==> src/rtl/dmem_arb_pkg.sv <==
// Shared types and defaults for the data-memory arbiter.
//   arb_state_e : arbiter FSM state encoding
//   req_id_t    : requester id (0 = core LSU, 1 = debug/loader)
//   rsp_t       : registered response (valid, rdata, err)
package dmem_arb_pkg;

  localparam int DEF_DEPTH_WORDS = 28;
  localparam int DEF_DATA_W      = 32;

  typedef enum logic {
    ARB_IDLE   = 1'b0,
    ARB_ACCESS = 1'b1
  } arb_state_e;

  typedef logic req_id_t;

  typedef struct packed {
    logic                  valid;
    logic [DEF_DATA_W-1:0] rdata;
    logic                  err;
  } rsp_t;

endpackage

==> src/rtl/dmem_rr_pick2.sv <==
// Combinational two-way round-robin picker.
//   valid      : pending requests, one bit per requester
//   last_grant : requester granted most recently
//   grant      : one-hot grant, or zero when nothing is pending
//   winner_id  : index of the granted requester (meaningful only when grant != 0)
module dmem_rr_pick2
  import dmem_arb_pkg::*;
(
  input  logic [1:0] valid,
  input  req_id_t    last_grant,
  output logic [1:0] grant,
  output req_id_t    winner_id
);

  always_comb begin
    // Port 1 wins when it is alone, or when both are pending and port 0 went last.
    winner_id = valid[1] & (~valid[0] | (last_grant == 1'b0));
    grant     = 2'b00;
    if (valid != 2'b00) begin
      grant = winner_id ? 2'b10 : 2'b01;
    end
  end

endmodule

==> src/rtl/dmem_arbiter.sv <==
// Round-robin arbiter and sequencer in front of the single-port data memory.
// Port 0 is the core LSU, port 1 the debug/loader. Each transaction takes one
// IDLE (accept) cycle and one ACCESS cycle; the response pulse follows ACCESS.
//   req{0,1}_*  : request handshake (valid/ready) with we/addr/wdata payload
//   rsp{0,1}_*  : one-cycle response pulse with rdata/err
//   mem_*       : memory addr/wdata/enables, mem_rdata is combinational
//
// state      | meaning
// ARB_IDLE   | waiting; grants a requester combinationally and latches payload
// ARB_ACCESS | drives the memory from the holding registers for one cycle
module dmem_arbiter
  import dmem_arb_pkg::*;
#(
  parameter int DEPTH_WORDS = DEF_DEPTH_WORDS,
  parameter int ADDR_W      = 32,
  parameter int DATA_W      = 32
) (
  input  logic              clk,
  input  logic              reset_n,
  input  logic              req0_valid,
  output logic              req0_ready,
  input  logic              req0_we,
  input  logic [ADDR_W-1:0] req0_addr,
  input  logic [DATA_W-1:0] req0_wdata,
  input  logic              req1_valid,
  output logic              req1_ready,
  input  logic              req1_we,
  input  logic [ADDR_W-1:0] req1_addr,
  input  logic [DATA_W-1:0] req1_wdata,
  output logic              rsp0_valid,
  output logic [DATA_W-1:0] rsp0_rdata,
  output logic              rsp0_err,
  output logic              rsp1_valid,
  output logic [DATA_W-1:0] rsp1_rdata,
  output logic              rsp1_err,
  output logic [ADDR_W-1:0] mem_addr,
  output logic [DATA_W-1:0] mem_wdata,
  output logic              mem_read_en,
  output logic              mem_write_en,
  input  logic [DATA_W-1:0] mem_rdata
);

  arb_state_e        state_q;
  req_id_t           last_grant_q;
  req_id_t           hold_id_q;
  logic              hold_we_q;
  logic [ADDR_W-1:0] hold_addr_q;
  logic [DATA_W-1:0] hold_wdata_q;
  rsp_t [1:0]        rsp_q;
  rsp_t              rsp_d;

  logic [1:0] req_valid;
  logic [1:0] grant;
  req_id_t    winner_id;
  logic       idle;
  logic       access;
  logic       in_bounds;

  assign req_valid = {req1_valid, req0_valid};

  dmem_rr_pick2 u_pick (
    .valid      (req_valid),
    .last_grant (last_grant_q),
    .grant      (grant),
    .winner_id  (winner_id)
  );

  assign idle   = (state_q == ARB_IDLE);
  assign access = (state_q == ARB_ACCESS);

  // ready is combinational from the inputs, so it is also gated by reset_n to
  // stay low while reset is held.
  assign req0_ready = idle & grant[0] & reset_n;
  assign req1_ready = idle & grant[1] & reset_n;

  assign in_bounds = hold_addr_q[ADDR_W-1:2] < (ADDR_W-2)'(DEPTH_WORDS);

  assign mem_addr     = access ? hold_addr_q  : '0;
  assign mem_wdata    = access ? hold_wdata_q : '0;
  assign mem_write_en = access &  hold_we_q & in_bounds;
  assign mem_read_en  = access & ~hold_we_q & in_bounds;

  always_comb begin
    rsp_d       = '0;
    rsp_d.valid = 1'b1;
    rsp_d.err   = ~in_bounds;
    if (in_bounds && !hold_we_q) begin
      rsp_d.rdata = DEF_DATA_W'(mem_rdata);
    end
  end

  always_ff @(posedge clk or negedge reset_n) begin
    if (!reset_n) begin
      state_q      <= ARB_IDLE;
      last_grant_q <= 1'b1;
      hold_id_q    <= 1'b0;
      hold_we_q    <= 1'b0;
      hold_addr_q  <= '0;
      hold_wdata_q <= '0;
      rsp_q        <= '0;
    end else begin
      rsp_q <= '0;
      case (state_q)
        ARB_IDLE: begin
          if (|req_valid) begin
            state_q      <= ARB_ACCESS;
            last_grant_q <= winner_id;
            hold_id_q    <= winner_id;
            hold_we_q    <= winner_id ? req1_we    : req0_we;
            hold_addr_q  <= winner_id ? req1_addr  : req0_addr;
            hold_wdata_q <= winner_id ? req1_wdata : req0_wdata;
          end
        end
        ARB_ACCESS: begin
          state_q          <= ARB_IDLE;
          rsp_q[hold_id_q] <= rsp_d;
        end
        default: state_q <= ARB_IDLE;
      endcase
    end
  end

  assign rsp0_valid = rsp_q[0].valid;
  assign rsp0_rdata = DATA_W'(rsp_q[0].rdata);
  assign rsp0_err   = rsp_q[0].err;
  assign rsp1_valid = rsp_q[1].valid;
  assign rsp1_rdata = DATA_W'(rsp_q[1].rdata);
  assign rsp1_err   = rsp_q[1].err;

endmodule
==> config.mk <==
export PLATFORM = sky130hd
export DESIGN_NAME = dmem_arbiter
export DESIGN_NICKNAME = d
export VERILOG_FILES = /design/src/rtl/dmem_arb_pkg.sv /design/src/rtl/dmem_rr_pick2.sv /design/src/rtl/dmem_arbiter.sv
export SDC_FILE = /design/constraint.sdc
export NUM_CORES = 1
export LEC_CHECK = 0
export CAP_MARGIN = 15
export CORE_AREA = 2 2 133 135
export CTS_CLUSTER_SIZE = 25
export DETAILED_ROUTE_END_ITERATION = 7
export DIE_AREA = 0 0 135 137
export PLACE_DENSITY = 0.83
export SLEW_MARGIN = 25
export SYNTH_ARGS = -nofsm -noshare
export SYNTH_HDL_FRONTEND = slang
export SYNTH_SLANG_ARGS = --single-unit
==> constraint.sdc <==
create_clock -name clk -period 1.39 [get_ports clk]
set_input_delay 0.2085 -clock clk [delete_from_list [all_inputs] [get_ports clk]]
set_output_delay 0.2085 -clock clk [all_outputs]
set_load 0.03 [all_outputs]
# After elaboration in Yosys (flattened, before gate mapping)
# Index checks and enable logic that the tools add are counted.
dict set report totals {
  in_bits 166
  wordCells 50
  ff_bits 136
  out_inout_bits 136
}
dict set report op_classes {
  n_reduce_logical 6
  magnitude_cmp 3
  bitwise_logic 16
  muxes 13
}
# cell n
set op_table {}
lappend op_table {{$mux 32} 5}
lappend op_table {{$and 68x68->68} 1}
lappend op_table {{$mux 68} 1}
lappend op_table {{$demux 34 s1} 1}
lappend op_table {{$mux 34} 1}
lappend op_table {{$lt 30x5->1 const B} 1}
lappend op_table {{$and 1x1->1} 9}
lappend op_table {{$not 1->1} 5}
lappend op_table {{$mux 2} 2}
lappend op_table {{$logic_and 1x1->1} 2}
lappend op_table {{$lt 1x2->1 const B} 1}
lappend op_table {{$mux 1} 2}
lappend op_table {{$pmux 1 s2} 1}
lappend op_table {{$reduce_and 2->1} 1}
lappend op_table {{$reduce_bool 2->1} 1}
lappend op_table {{$reduce_or 2->1} 1}
lappend op_table {{$ge 1x1->1 const B} 1}
lappend op_table {{$logic_not 1->1} 1}
lappend op_table {{$or 1x1->1} 1}

# Depth between registers and ports, before layout
dict set report logic_depth {
  word_depth 7
  depth_mapped 6
  ltp_nobuf 3
}

# By module
# Synthesis repeated with hierarchy kept, for this count alone.
dict set report hier_totals {
  cells_unflattened 580
  hier_area_um2 6501.2
}
# module area_each_um2 seq_area_each_um2 instances cells_per_inst
set modules_own_cells {}
lappend modules_own_cells {dmem_arbiter 6475.0 3404.5 1 576}
lappend modules_own_cells {dmem_rr_pick2 26.3 0.0 1 4}

# Least setup slack after synthesis
# Ideal clock, no wire load.
dict set report synth_path {
  path_kind {reg2out}
  startpoint {register hold_addr_q[31]}
  endpoint {output mem_read_en}
  arrival_time_ns 1.918
  stages_incl_launch_ff 5
  required_time_ns 1.182
  slack_ns -0.736
  n_path_buf 1
  path_cell_list {dfrtp_1 > nor4_1 > nand2_1 > buf_2 > nor4_1}
}
dict set report synth_between {
  elab_chain_len 2
}
# element line
set synth_lines {}
lappend synth_lines {{from (decl)} dmem_arbiter.sv:47} ;# logic [ADDR_W-1:0] hold_addr_q;
lappend synth_lines {{from (signal assigned)} dmem_arbiter.sv:110} ;# hold_addr_q <= winner_id ? req1_addr : req0_addr;
lappend synth_lines {{$lt 30x5->1} dmem_arbiter.sv:76} ;# assign in_bounds = hold_addr_q[ADDR_W-1:2] < (ADDR_W-2)'(DEPTH_WORDS);
lappend synth_lines {{$and 1x1->1} dmem_arbiter.sv:81} ;# assign mem_read_en = access & ~hold_we_q & in_bounds;
lappend synth_lines {{to (decl)} dmem_arbiter.sv:38} ;# output logic mem_read_en,
# Every way passes these cells.

# Worst setup path after layout
dict set report layout_path {
  startpoint {register hold_addr_q[27]}
  endpoint {output mem_read_en}
}
# Same word-level chain as after synthesis.

==> out/metrics.cfg <==
[place]
hpwlAfterDp_mm=14.40
placed_area_um2=9862
place_congestion=0.7932
port_buffers=301

[setup_path]
cp-end-kind=primary output
cp.arrival_ns=1.93
crit_end=mem_read_en
r2r-start=hold_addr_q[27]
cp_num_cells=5
crit_required_ns=1.18
rr_endpoint=rsp1_rdata[6]
crit_chain=nor4_4 -> nand4_1 -> buf_6 -> nor4_4 -> buf_6
slowest_stage=dfrtp_1
path_delay_family=simple AND/OR/NAND/NOR gates
ff2ff_path_depth=6
critPathMaxFanout=3
max_stage_delay_ns=0.41
worstSetupPathType=reg2out
worst-r2r-setup-slack_ns=-0.39
path_buf_inv=2
startpoint=hold_addr_q[27]
startpoint_type=flop

[final_layout]
nNetsFinal=1084
diodes=0
layout_common_cells=clkdlybuf4s50_1 (164), dfrtp_1 (134), buf_6 (83), and2_4 (66), nor4_4 (57)
final_area_um2=12630
area_growth_pct=102.4
final_common_cell=clkdlybuf4s50_1
drive_gt1_share_pct=40.49

[status]
violations=negative setup slack
status=finished, violations left

[grt]
antenna_found_initial=0
grt_max_degree=118
grt_pass1_wl_mm=34.96
track_usage_pct=25.01
gr-total-overflow=0
grt_pass1_vias=6255

[detailed_routing]
post_drt_wl_per_cell_um=23.59
avgViaCountPerCell=5.340
ant_nets=0
drt_pass1_iterations=4
drc=0
vias=6173
routed_wl_mm=27.27
drt-initial-drc-count=247

[synth]
syn_inst=527
yosys.cell_types.count=30
seq_area_frac_synth_pct=54.56
yosys_warnings=0
synth_nets=693
synth_seq_cells=136
synth_area_um2=6240
syn_area_per_cell_um2=11.84

[timing]
slew_viol_final=0
max_freq_mhz=468.4
worst_slack_ns=-0.7449
grt_setup_unrepaired=yes
timing.final.crit_period_ns=2.135
post-route-period-util_pct=153.6
setup_viol=191
hold_viol_final=0
fin_setup_tns_ns=-56.98
skew_ns=0.01253
worst_pin_slew_ns=0.6617
maxSlewHeadroom_pct=55.89

[floorplan]
dieWidth_um=135
io_pins=302
die_h_um=137
core_area_um2=17060
row_count=48
dieArea_um2=18500
start_util_pct=36.58

[clock_network]
clk_pin_slew_ns=0.06
htreeDepth=4
clk_latency_ns=0.41
cts_sinks=136
cts_tree=built
numCtsBuffers=17
clockBufferDepth=2
cts-root-buf=clkbuf_16

[pwr]
p_per_area_nw_per_um2=1196
ir_drop_mv=0.9555
leakagePower_nw=5.948

[hold_path]
hold_class=in2reg

[flow_run]
max-cap-violations=0

timing repair:
item                       CTS  global route
hold buffers                 1             0
setup buffers               14            25
setup endpoints to repair  251           223
cloned                      15            15
gates resized for setup    248           154
pin swaps                   11            52
hold endpoints to repair   135             0
final cells by class:
| cell class | count | area, µm² |
|---|---|---|
| Inverter | 1 | 3.754 |
| Clock buffer | 17 | 425.4 |
| Sequential cell | 136 | 3406 |
| Timing Repair Buffer | 424 | 4855 |
| Tap cell | 225 | 281.5 |
| Fill cell | 1032 | 4425 |
| Clock inverter | 15 | 152.6 |
| Multi-Input combinational cell | 338 | 3507 |
worst min path at each step:
stage	startpoint	endpoint	slack, ns	depth (start not counted)
5_1_grt	req1_wdata[30]	hold_wdata_q[30]	0.40	2
3_3_place_gp	reset_n	hold_addr_q[31]	0.26	2
4_1_cts	mem_rdata[30]	rsp1_rdata[30]	0.37	3
2_1_floorplan	reset_n	access	-0.09	0
3_5_place_dp	reset_n	hold_addr_q[31]	0.26	2
6_report	req1_addr[2]	hold_addr_q[2]	0.41	2
synthesized netlist by cell type:
library cell  count  area, µm²
dfrtp_1         135       3378
and2_1          113      706.9
a221o_1          48      480.5
nor4_2           37      462.9
nand2b_1         33      206.5
nor4_1           31      193.9
buf_2            24      120.1
clkbuf_1         20      75.07
nand2_1          20      75.07
mux2i_1          17      170.2
o21ai_0          17      85.08
buf_1             6      22.52
nor4_4            3      63.81
a21o_1            2      15.01
and2_0            2      12.51
buf_6             2      22.52
nand4_1           2      12.51
nor2b_1           2      12.51
o31a_1            2      17.52
a21boi_2          1      11.26
and4bb_1          1      12.51
dfstp_2           1      26.28
inv_1             1      3.750
nand3_1           1      5.000
nand4_2           1      12.51
nor2_1            1      3.750
nor2_2            1      6.260
nor3_1            1      5.000
nor4b_1           1      8.760
o21bai_2          1      11.26
state kept, by name, summed over array words and instances, names as in the netlist:
| register | flops |
|---|---|
| rsp0_valid | 1 |
| rsp1_err | 1 |
| last_grant_q | 1 |
| rsp0_err | 1 |
| hold_we_q | 1 |
| access | 1 |
| rsp1_rdata | 32 |
| rsp1_valid | 1 |
| hold_id_q | 1 |
| rsp0_rdata | 32 |
| hold_addr_q | 32 |
| hold_wdata_q | 32 |
power by group:
group / internal (mW) / total (mW) / switching (mW)
registers: 4.41 / 4.79 / 0.377
logic: 3.06 / 5.86 / 2.80
clock network: 2.53 / 4.46 / 1.93
layer usage:
| layer | vias up | wire [µm] | GRT usage [%] |
|---|---|---|---|
| li1 | 2706 | - | - |
| met1 | 3091 | 10140 | 28.61 |
| met2 | 316 | 14310 | 43.15 |
| met3 | 60 | 1921 | 7.259 |
| met4 | 0 | 903 | 11.92 |
| met5 | - | 0 | 0 |
stage by stage:
stage,cells,utilization [%],hold WS (ns),power [mW],worst slack (ns)
after CTS,1125,67.69,0.3667,14.27,-0.7861
after detailed placement,1063,57.82,0.2632,8.770,-0.4560
final,1156,74.05,0.4125,15.11,-0.7449
after floorplan,527,-,-0.08709,6.814,-0.2302
after global routing,1156,74.05,0.3967,15.66,-0.8488
after global placement,1063,57.82,0.2649,8.700,-0.4344
cells by family (layout without fill, tap and decap cells):
group	after synthesis	after routing	share of synthesized area [%]
compound gates	71	71	9.946
simple gates	250	250	28.85
buf+inv	53	457	3.910
mux	17	17	2.727
flops	136	136	54.56
No activity file was read; power rests on OpenSTA's default activity.
